==> src/rtl/systolic_pq_cell.sv <==
// One storage cell of a systolic priority queue plus its three-entry sorter.
// Define SYSTOLIC_PQ_OPERR_EN to add the sticky op_err spacing-violation flag.

module systolic_pq_sort3 #(
  parameter int KW = 9,
  parameter int W  = 13
) (
  input  logic [W-1:0] a,
  input  logic [W-1:0] b,
  input  logic [W-1:0] c,
  output logic [W-1:0] lo,
  output logic [W-1:0] mid,
  output logic [W-1:0] hi
);
  logic [W-1:0] s0_lo;
  logic [W-1:0] s0_hi;
  logic [W-1:0] s1_lo;

  // Three compare-exchange stages; only the top KW bits act as the key.
  always_comb begin
    if (a[W-1 -: KW] > b[W-1 -: KW]) begin
      s0_lo = b;
      s0_hi = a;
    end else begin
      s0_lo = a;
      s0_hi = b;
    end
    if (s0_hi[W-1 -: KW] > c[W-1 -: KW]) begin
      hi    = s0_hi;
      s1_lo = c;
    end else begin
      hi    = c;
      s1_lo = s0_hi;
    end
    if (s0_lo[W-1 -: KW] > s1_lo[W-1 -: KW]) begin
      lo  = s1_lo;
      mid = s0_lo;
    end else begin
      lo  = s0_lo;
      mid = s1_lo;
    end
  end
endmodule

module systolic_pq_cell #(
  parameter int KW = 8,
  parameter int VW = 4
) (
  input  logic               clk,
  input  logic               rst_n,
  input  logic [1:0]         op_in,
  input  logic [KW+VW-1:0]   din,
  input  logic [KW+VW-1:0]   rhead,
  input  logic               rhead_vld,
  output logic [KW+VW-1:0]   head_out,
  output logic               head_vld,
  output logic [1:0]         op_out,
  output logic [KW+VW-1:0]   dout,
  output logic               full
`ifdef SYSTOLIC_PQ_OPERR_EN
  ,
  output logic               op_err
`endif
);
  localparam int W  = KW + VW;
  localparam int EW = W + 1;
  localparam logic [1:0] OP_NOP = 2'b00;
  localparam logic [1:0] OP_INS = 2'b01;
  localparam logic [1:0] OP_EXT = 2'b10;

  logic [W-1:0] l_q, h_q, l_n, h_n;
  logic         vl_q, vh_q, vl_n, vh_n;
  logic [1:0]   op_q, op_n;
  logic [W-1:0] dout_q, dout_n;

  // Extended entries carry ~valid as the key MSB so empty slots sort as +infinity.
  logic [EW-1:0] l_x, h_x, d_x, r_x;
  logic [EW-1:0] s_min, s_med, s_max;
  logic [EW-1:0] e_lo, e_hi;

  assign l_x = {~vl_q, l_q};
  assign h_x = {~vh_q, h_q};
  assign d_x = {1'b0, din};
  assign r_x = {~rhead_vld, rhead};

  systolic_pq_sort3 #(
    .KW(KW + 1),
    .W (EW)
  ) u_sort3 (
    .a  (l_x),
    .b  (h_x),
    .c  (d_x),
    .lo (s_min),
    .mid(s_med),
    .hi (s_max)
  );

  always_comb begin
    if (h_x[EW-1 -: KW+1] <= r_x[EW-1 -: KW+1]) begin
      e_lo = h_x;
      e_hi = r_x;
    end else begin
      e_lo = r_x;
      e_hi = h_x;
    end
  end

  // Reserved op 2'b11 falls through to the hold/NOP default.
  always_comb begin
    l_n    = l_q;
    h_n    = h_q;
    vl_n   = vl_q;
    vh_n   = vh_q;
    op_n   = OP_NOP;
    dout_n = '0;
    case (op_in)
      OP_INS: begin
        l_n  = s_min[W-1:0];
        vl_n = ~s_min[EW-1];
        h_n  = s_med[W-1:0];
        vh_n = ~s_med[EW-1];
        if (!s_max[EW-1]) begin
          op_n   = OP_INS;
          dout_n = s_max[W-1:0];
        end
      end
      OP_EXT: begin
        if (vl_q) begin
          l_n  = e_lo[W-1:0];
          vl_n = ~e_lo[EW-1];
          h_n  = e_hi[W-1:0];
          vh_n = ~e_hi[EW-1];
          op_n = OP_EXT;
        end
      end
      default: ;
    endcase
  end

  always_ff @(posedge clk or negedge rst_n) begin
    if (!rst_n) begin
      l_q    <= '0;
      h_q    <= '0;
      vl_q   <= 1'b0;
      vh_q   <= 1'b0;
      op_q   <= OP_NOP;
      dout_q <= '0;
    end else begin
      l_q    <= l_n;
      h_q    <= h_n;
      vl_q   <= vl_n;
      vh_q   <= vh_n;
      op_q   <= op_n;
      dout_q <= dout_n;
    end
  end

  assign head_out = l_q;
  assign head_vld = vl_q;
  assign full     = vl_q & vh_q;
  assign op_out   = op_q;
  assign dout     = dout_q;

`ifdef SYSTOLIC_PQ_OPERR_EN
  logic act_q, err_q;
  logic act;

  assign act = (op_in == OP_INS) || (op_in == OP_EXT);

  always_ff @(posedge clk or negedge rst_n) begin
    if (!rst_n) begin
      act_q <= 1'b0;
      err_q <= 1'b0;
    end else begin
      act_q <= act;
      err_q <= err_q | (act & act_q);
    end
  end

  assign op_err = err_q;
`endif
endmodule
==> config.mk <==
export PLATFORM = sky130hd
export DESIGN_NAME = systolic_pq_cell
export DESIGN_NICKNAME = d
export VERILOG_FILES = /design/src/rtl/systolic_pq_cell.sv
export SDC_FILE = /design/constraint.sdc
export NUM_CORES = 1
export LEC_CHECK = 0
export ABC_CLOCK_PERIOD_IN_PS = 6100
export CORE_MARGIN = 2
export CORE_UTILIZATION = 54
export DETAILED_ROUTE_END_ITERATION = 8
export PLACE_DENSITY = 0.81
export SYNTH_ARGS = -nofsm -noshare
export SYNTH_HDL_FRONTEND = slang
export SYNTH_SLANG_ARGS = --single-unit
==> constraint.sdc <==
create_clock -name clk -period 6.1 [get_ports clk]
set_input_delay 1.22 -clock clk [delete_from_list [all_inputs] [get_ports clk]]
set_output_delay 1.22 -clock clk [all_outputs]
set_load 0.02 [all_outputs]
==> Word-level counts from Yosys, hierarchy flattened <==
Cells that the tools add are included.
{ "word_totals": {"register_bits": 40, "inputBits": 29, "output_inout_bits": 28, "elab_cells": 46} }
{ "classes": {"n_lt_le_gt_ge": 4, "eq_ne": 4, "mux": 21, "bitwise": 8, "n_reduce_logical": 3} }
{ "op_table": {"columns": ["cell", "count"], "rows": [
  ["2-to-1 mux 13 bit", 8],
  ["2-to-1 mux 12 bit", 4],
  ["case mux 12 bit (2 select lines)", 2],
  ["> comparator 9 bit", 2],
  ["> comparator 9 x 8 -> 1 bit", 1],
  ["less-or-equal comparator 9 bit", 1],
  ["inverter 1 bit", 7],
  ["inequality test 2 bit, second input constant", 2],
  ["case mux 1 bit (2 select lines)", 2],
  ["case mux 2 bit (2 select lines)", 1],
  ["2-to-1 mux 1 bit", 3],
  ["AND reduction 3 bit", 1],
  ["equality test 2 x 1 -> 1 bit, second input constant", 1],
  ["equality test 2 bit, second input constant", 1],
  ["2-to-1 mux 2 bit", 1],
  ["AND reduction 2 bit", 1],
  ["nonzero test 2 bit", 1],
  ["AND 1 bit", 1]
]} }

==> Logic depth before layout (Yosys ltp) <==
{ "depth": {"word_depth": 9, "mapped_depth": 27} }

==> Cells and area by module <==
From an unflattened synthesis, not the netlist that was laid out.
{ "hier_totals": {"cells_unflattened": 470, "hier_area_um2": 4129.0} }
{ "by_module_without_submodules": {"columns": ["module", "instances", "cells_each", "area_per_inst_um2", "seq_area_each_um2"], "rows": [
  ["systolic_pq_cell", 1, 203, 2284.7, 1001.0],
  ["systolic_pq_sort3", 1, 267, 1844.3, 0.0]
]} }

==> Worst setup path after synthesis <==
No wires, ideal clock.
{ "synth_timing": {"kind": "reg-to-reg", "startpoint": "reg vl_q, in the netlist head_vld", "endpoint": "reg l_q[4], in the netlist head_out[4]", "setup_time_ns": 0.126, "t_arrival_ns": 5.422, "path_slack_ns": 0.552, "path_stages_with_launch": 27, "path_buffers": 4, "period_less_slack_ns": 5.548, "path_cell_list": "dfrtp_1 -> inv_1 -> ha_1 -> nand4_1 -> a31o_2 -> a2bb2oi_2 -> buf_6 -> mux2_2 -> ha_1 -> nand4_1 -> o221ai_1 -> a221oi_1 -> a21oi_1 -> o21ba_1 -> buf_6 -> buf_6 -> mux2i_1 -> ha_1 -> nand2_1 -> or3_1 -> a21o_1 -> a21o_1 -> buf_6 -> nand2_2 -> o21ai_1 -> a21o_1 -> a221o_1"} }
{ "synth_between": {"elab_chain_len": 8, "word_cells_on_any_way": 11} }
{ "synth_rtl": {"columns": ["item", "line_no", "rtl"], "rows": [
  ["from (decl)", "72", "logic vl_q, vh_q, vl_n, vh_n;"],
  ["from (signal assigned)", "151", "vl_q <= vl_n;"],
  ["inverter 1 bit", "81", "assign l_x = {~vl_q, l_q};"],
  ["> comparator 9 bit", "21", "if (a[W-1 -: KW] > b[W-1 -: KW]) begin"],
  ["2-to-1 mux 13 bit", "21", null],
  ["> comparator 9 x 8 -> 1 bit", "28", "if (s0_hi[W-1 -: KW] > c[W-1 -: KW]) begin"],
  ["2-to-1 mux 13 bit", "28", null],
  ["> comparator 9 bit", "35", "if (s0_lo[W-1 -: KW] > s1_lo[W-1 -: KW]) begin"],
  ["2-to-1 mux 13 bit", "35", null],
  ["case mux 12 bit (2 select lines)", "116", "case (op_in)"],
  ["to (signal assigned)", "149", "l_q <= l_n;"],
  ["to (decl)", "71", "logic [W-1:0] l_q, h_q, l_n, h_n;"]
]} }
Parallel ways exist; a longest one is shown, timed or not.
A chain may end at the register's enable or synchronous reset.

==> Final worst setup path <==
{ "layout_timing": {"startpoint": "reg l_q[7], in the netlist head_out[7]", "endpoint": "reg l_q[7], in the netlist head_out[7]"} }
{ "layout_between": {"elab_chain_len": 7, "word_cells_on_any_way": 8} }
{ "layout_rtl": {"columns": ["item", "line_no"], "rows": [
  ["> comparator 9 bit", "21"],
  ["2-to-1 mux 13 bit", "21"],
  ["> comparator 9 x 8 -> 1 bit", "28"],
  ["2-to-1 mux 13 bit", "28"],
  ["> comparator 9 bit", "35"],
  ["2-to-1 mux 13 bit *", "35"],
  ["case mux 12 bit (2 select lines) *", "116"]
]} }
Mark *: on every way between the ends. The rest lies on a longest branch, timed or not.

==> impl_metrics.py <==
metrics = {
    "run_status": {
        "status": "finished, final reports clean",
    },
    "floorplanning": {
        "rows": 28,
        "start_util": 0.5667,
        "die_w_um": 83.52,
        "ios": 57,
        "core_area_mm2": 0.006026,
        "die_y_um": 83.52,
        "dieArea_mm2": 0.006976,
    },
    "clocking": {
        "cts_max_path_buffers": 2,
        "h-tree-depth": 2,
        "numCtsBuffers": 5,
        "clock_latency_ns": 0.30,
        "hold_buffers": 0,
        "cts_tree": "yes",
        "cts_sinks": 40,
        "cts.reportedPaths.clkPinSlew_ns": 0.08,
        "cts_root_buf": "clkbuf_8",
    },
    "layout": {
        "final_nets": 528,
        "area_growth_syn_to_layout_pct": 26.38,
        "num-fill-cells": 474,
        "drive_gt1_frac": 0.1540,
        "design_area_mm2": 0.004315,
        "instances_no_fill": 536,
        "antennaDiodeCount": 0,
    },
    "yosys": {
        "synth.top_cell.area_share": 0.2931,
        "synth_most_common_cell": "nor2_1",
        "synthesis.area_mm2": 0.003415,
        "yosysSeqAreaShare": 0.2931,
        "synthTopCellsByArea": "dfrtp_1, ha_1, nor2_1",
        "yosys.area.top_type": "dfrtp_1",
        "ys_types": 52,
        "syn_nets": 450,
        "synth_edf_count": 0,
        "netlist_instances": 383,
        "synthFlopType": "dfrtp_1",
        "synth_area_per_cell_um2": 8.915,
        "async_reset_ff_frac": 1.000,
        "ys_warn_count": 0,
        "synth-seq-cells": 40,
        "synth_common_cells": "nor2_1, dfrtp_1, ha_1",
    },
    "timing": {
        "max_freq_mhz": 170.2,
        "fin_crit_ns": 5.876,
        "postLayoutSetupSlackWorst_ns": 0.2241,
        "fin_crit_sh": 0.9633,
        "slew_headroom": 0.3866,
        "setup_viol": 0,
        "timing.hold.ws_ns": 0.5692,
        "drv_slew": 0,
        "final-hold-violation-count": 0,
        "worst_pin_slew_ns": 0.9201,
        "skew_ns": 0.009147,
    },
    "drt": {
        "vias": 3422,
        "drc": 0,
        "wirelength_um": 10990,
        "wl_per_cell_um": 20.51,
        "avgViaCountPerCell": 6.384,
        "ant_nets": 0,
        "drtIter0Drc": 329,
        "drt_pre_antenna_iters": 5,
    },
    "critical_path": {
        "crit_family": "compound AO/OA/AOI/OAI gates",
        "path_common_cell": "ha_1",
        "crit_required_ns": 6.28,
        "startpoint_type": "flip-flop",
        "cp.arrival_ns": 6.06,
        "r2r_cells": 26,
        "crit_fanout": 13,
        "path_buf_inv": 4,
        "max_stage_delay_ns": 0.44,
        "cp-end-kind": "flip-flop",
        "critPathSlowestCell": "dfrtp_1",
        "reg2reg_slack_ns": 0.22,
        "r2r_start": "head_out[7]",
        "rr_endpoint": "head_out[7]",
        "worstSetupPathType": "flip-flop to flip-flop",
    },
    "grt": {
        "grt_max_degree": 41,
        "grt_overflow": 0,
        "grt_pass1_vias": 3457,
        "grt_usage": 0.3162,
        "antenna_found_initial": 0,
        "grt_pass1_wl_um": 17590,
    },
    "job": {
        "drv.max_cap_violation_count": 0,
    },
    "place": {
        "place_area_mm2": 0.004180,
        "portBuffers": 56,
        "dp_slack_ns": 0.08093,
        "dp_hpwl_um": 8262,
        "dpl.cell_count": 527,
        "gp_congestion": 0.9414,
    },
    "hold_path": {
        "holdCritPathClass": "flip-flop to flip-flop",
        "min-delay-start": "h_q[10]",
        "hold-path-cell-count": 2,
        "worstHoldEndpoint": "h_q[10]",
    },
}
==> area by class of cell <==
cell class | count | area, um^2 | area share
flip-flops and latches | 40 | 1001 | 0.2320
well taps | 75 | 93.84 | 0.02175
clock buffers | 5 | 68.82 | 0.01595
multi-input cells | 298 | 2238 | 0.5187
inverters | 30 | 112.6 | 0.02609
clock inverters | 2 | 12.51 | 0.002899
repair buffers | 86 | 788.3 | 0.1827
==> worst register-to-register path, delay by kind of cell (launching register included) <==
kind / cells / cell delay [ns]
buffers and inverters: 4 / 0.75
AND/OR/NAND/NOR: 5 / 0.76
AO/OA/AOI/OAI: 12 / 2.28
adder cells (fa/ha/maj): 3 / 0.89
multiplexers: 2 / 0.65
flip-flops: 1 / 0.44
==> registers in the layout, indices dropped and copies added (netlist names), named ones only <==
name	count
op_out	2
h_q	12
dout	12
head_out	12
head_vld	1
==> stage by stage <==
step	utilization	TNS [ns]
detailed placement	0.6937	0
finish	0.7162	0
global route	0.7162	-0.1049
global placement	0.6937	0
CTS	0.7072	0
floorplan	-	0
==> cell usage in the layout, fill, tap and decap left out, types with 3 or more instances in the layout <==
cell type,n
a211oi_1,9
o221a_2,3
buf_4,28
mux2i_1,14
and3_1,5
ha_1,38
o21ai_0,17
a211o_1,6
clkbuf_8,5
a221o_1,13
nand4_1,4
dfrtp_1,40
nor2_1,44
nand2b_1,5
nand2_1,19
inv_1,30
nor2b_1,3
a22o_1,6
mux2_2,14
clkdlybuf4s50_1,55
nand3_1,12
o2bb2ai_1,4
nor3_1,10
a21o_1,6
o211ai_1,4
a21oi_1,16
o21ai_1,10
a22oi_1,5
==> cells by family (layout without fill, tap and decap cells) <==
group,count (synthesis),in the layout,share of synthesized area
AO/OA/AOI/OAI,118,118,0.2605
AND/OR/NAND/NOR,111,111,0.1524
other,1,1,0.001098
flip-flops,40,40,0.2931
adder cells (fa/ha/maj),38,38,0.1392
multiplexers,30,30,0.09307
buffers and inverters,45,123,0.06046
==> worst max path at each step <==
stage / start / end / cells after the start
after floorplan: head_vld / head_out[4] / 26
after global placement: head_out[7] / head_out[9] / 24
after detailed placement: head_out[7] / head_out[5] / 26
after CTS: head_out[6] / head_out[5] / 26
after global routing: head_out[7] / head_out[6] / 24
final: head_out[7] / head_out[7] / 26
==> metal layers <==
layer  global-route usage  up-vias  routed length, um
met5                    0        -                  0
met4               0.1100        0                315
met3              0.05836       34               1001
met2               0.5213      194               5194
met1               0.4184     1617               4480
li1                     -     1577                  -
==> timing repair <==
item | CTS | global route
setup endpoints to repair | 0 | 24
setup buffers | 0 | 2
gates resized for setup | 0 | 8
Power is not shown: default switching activity piles up to over one toggle a cycle in this logic, so the estimate is an artifact.
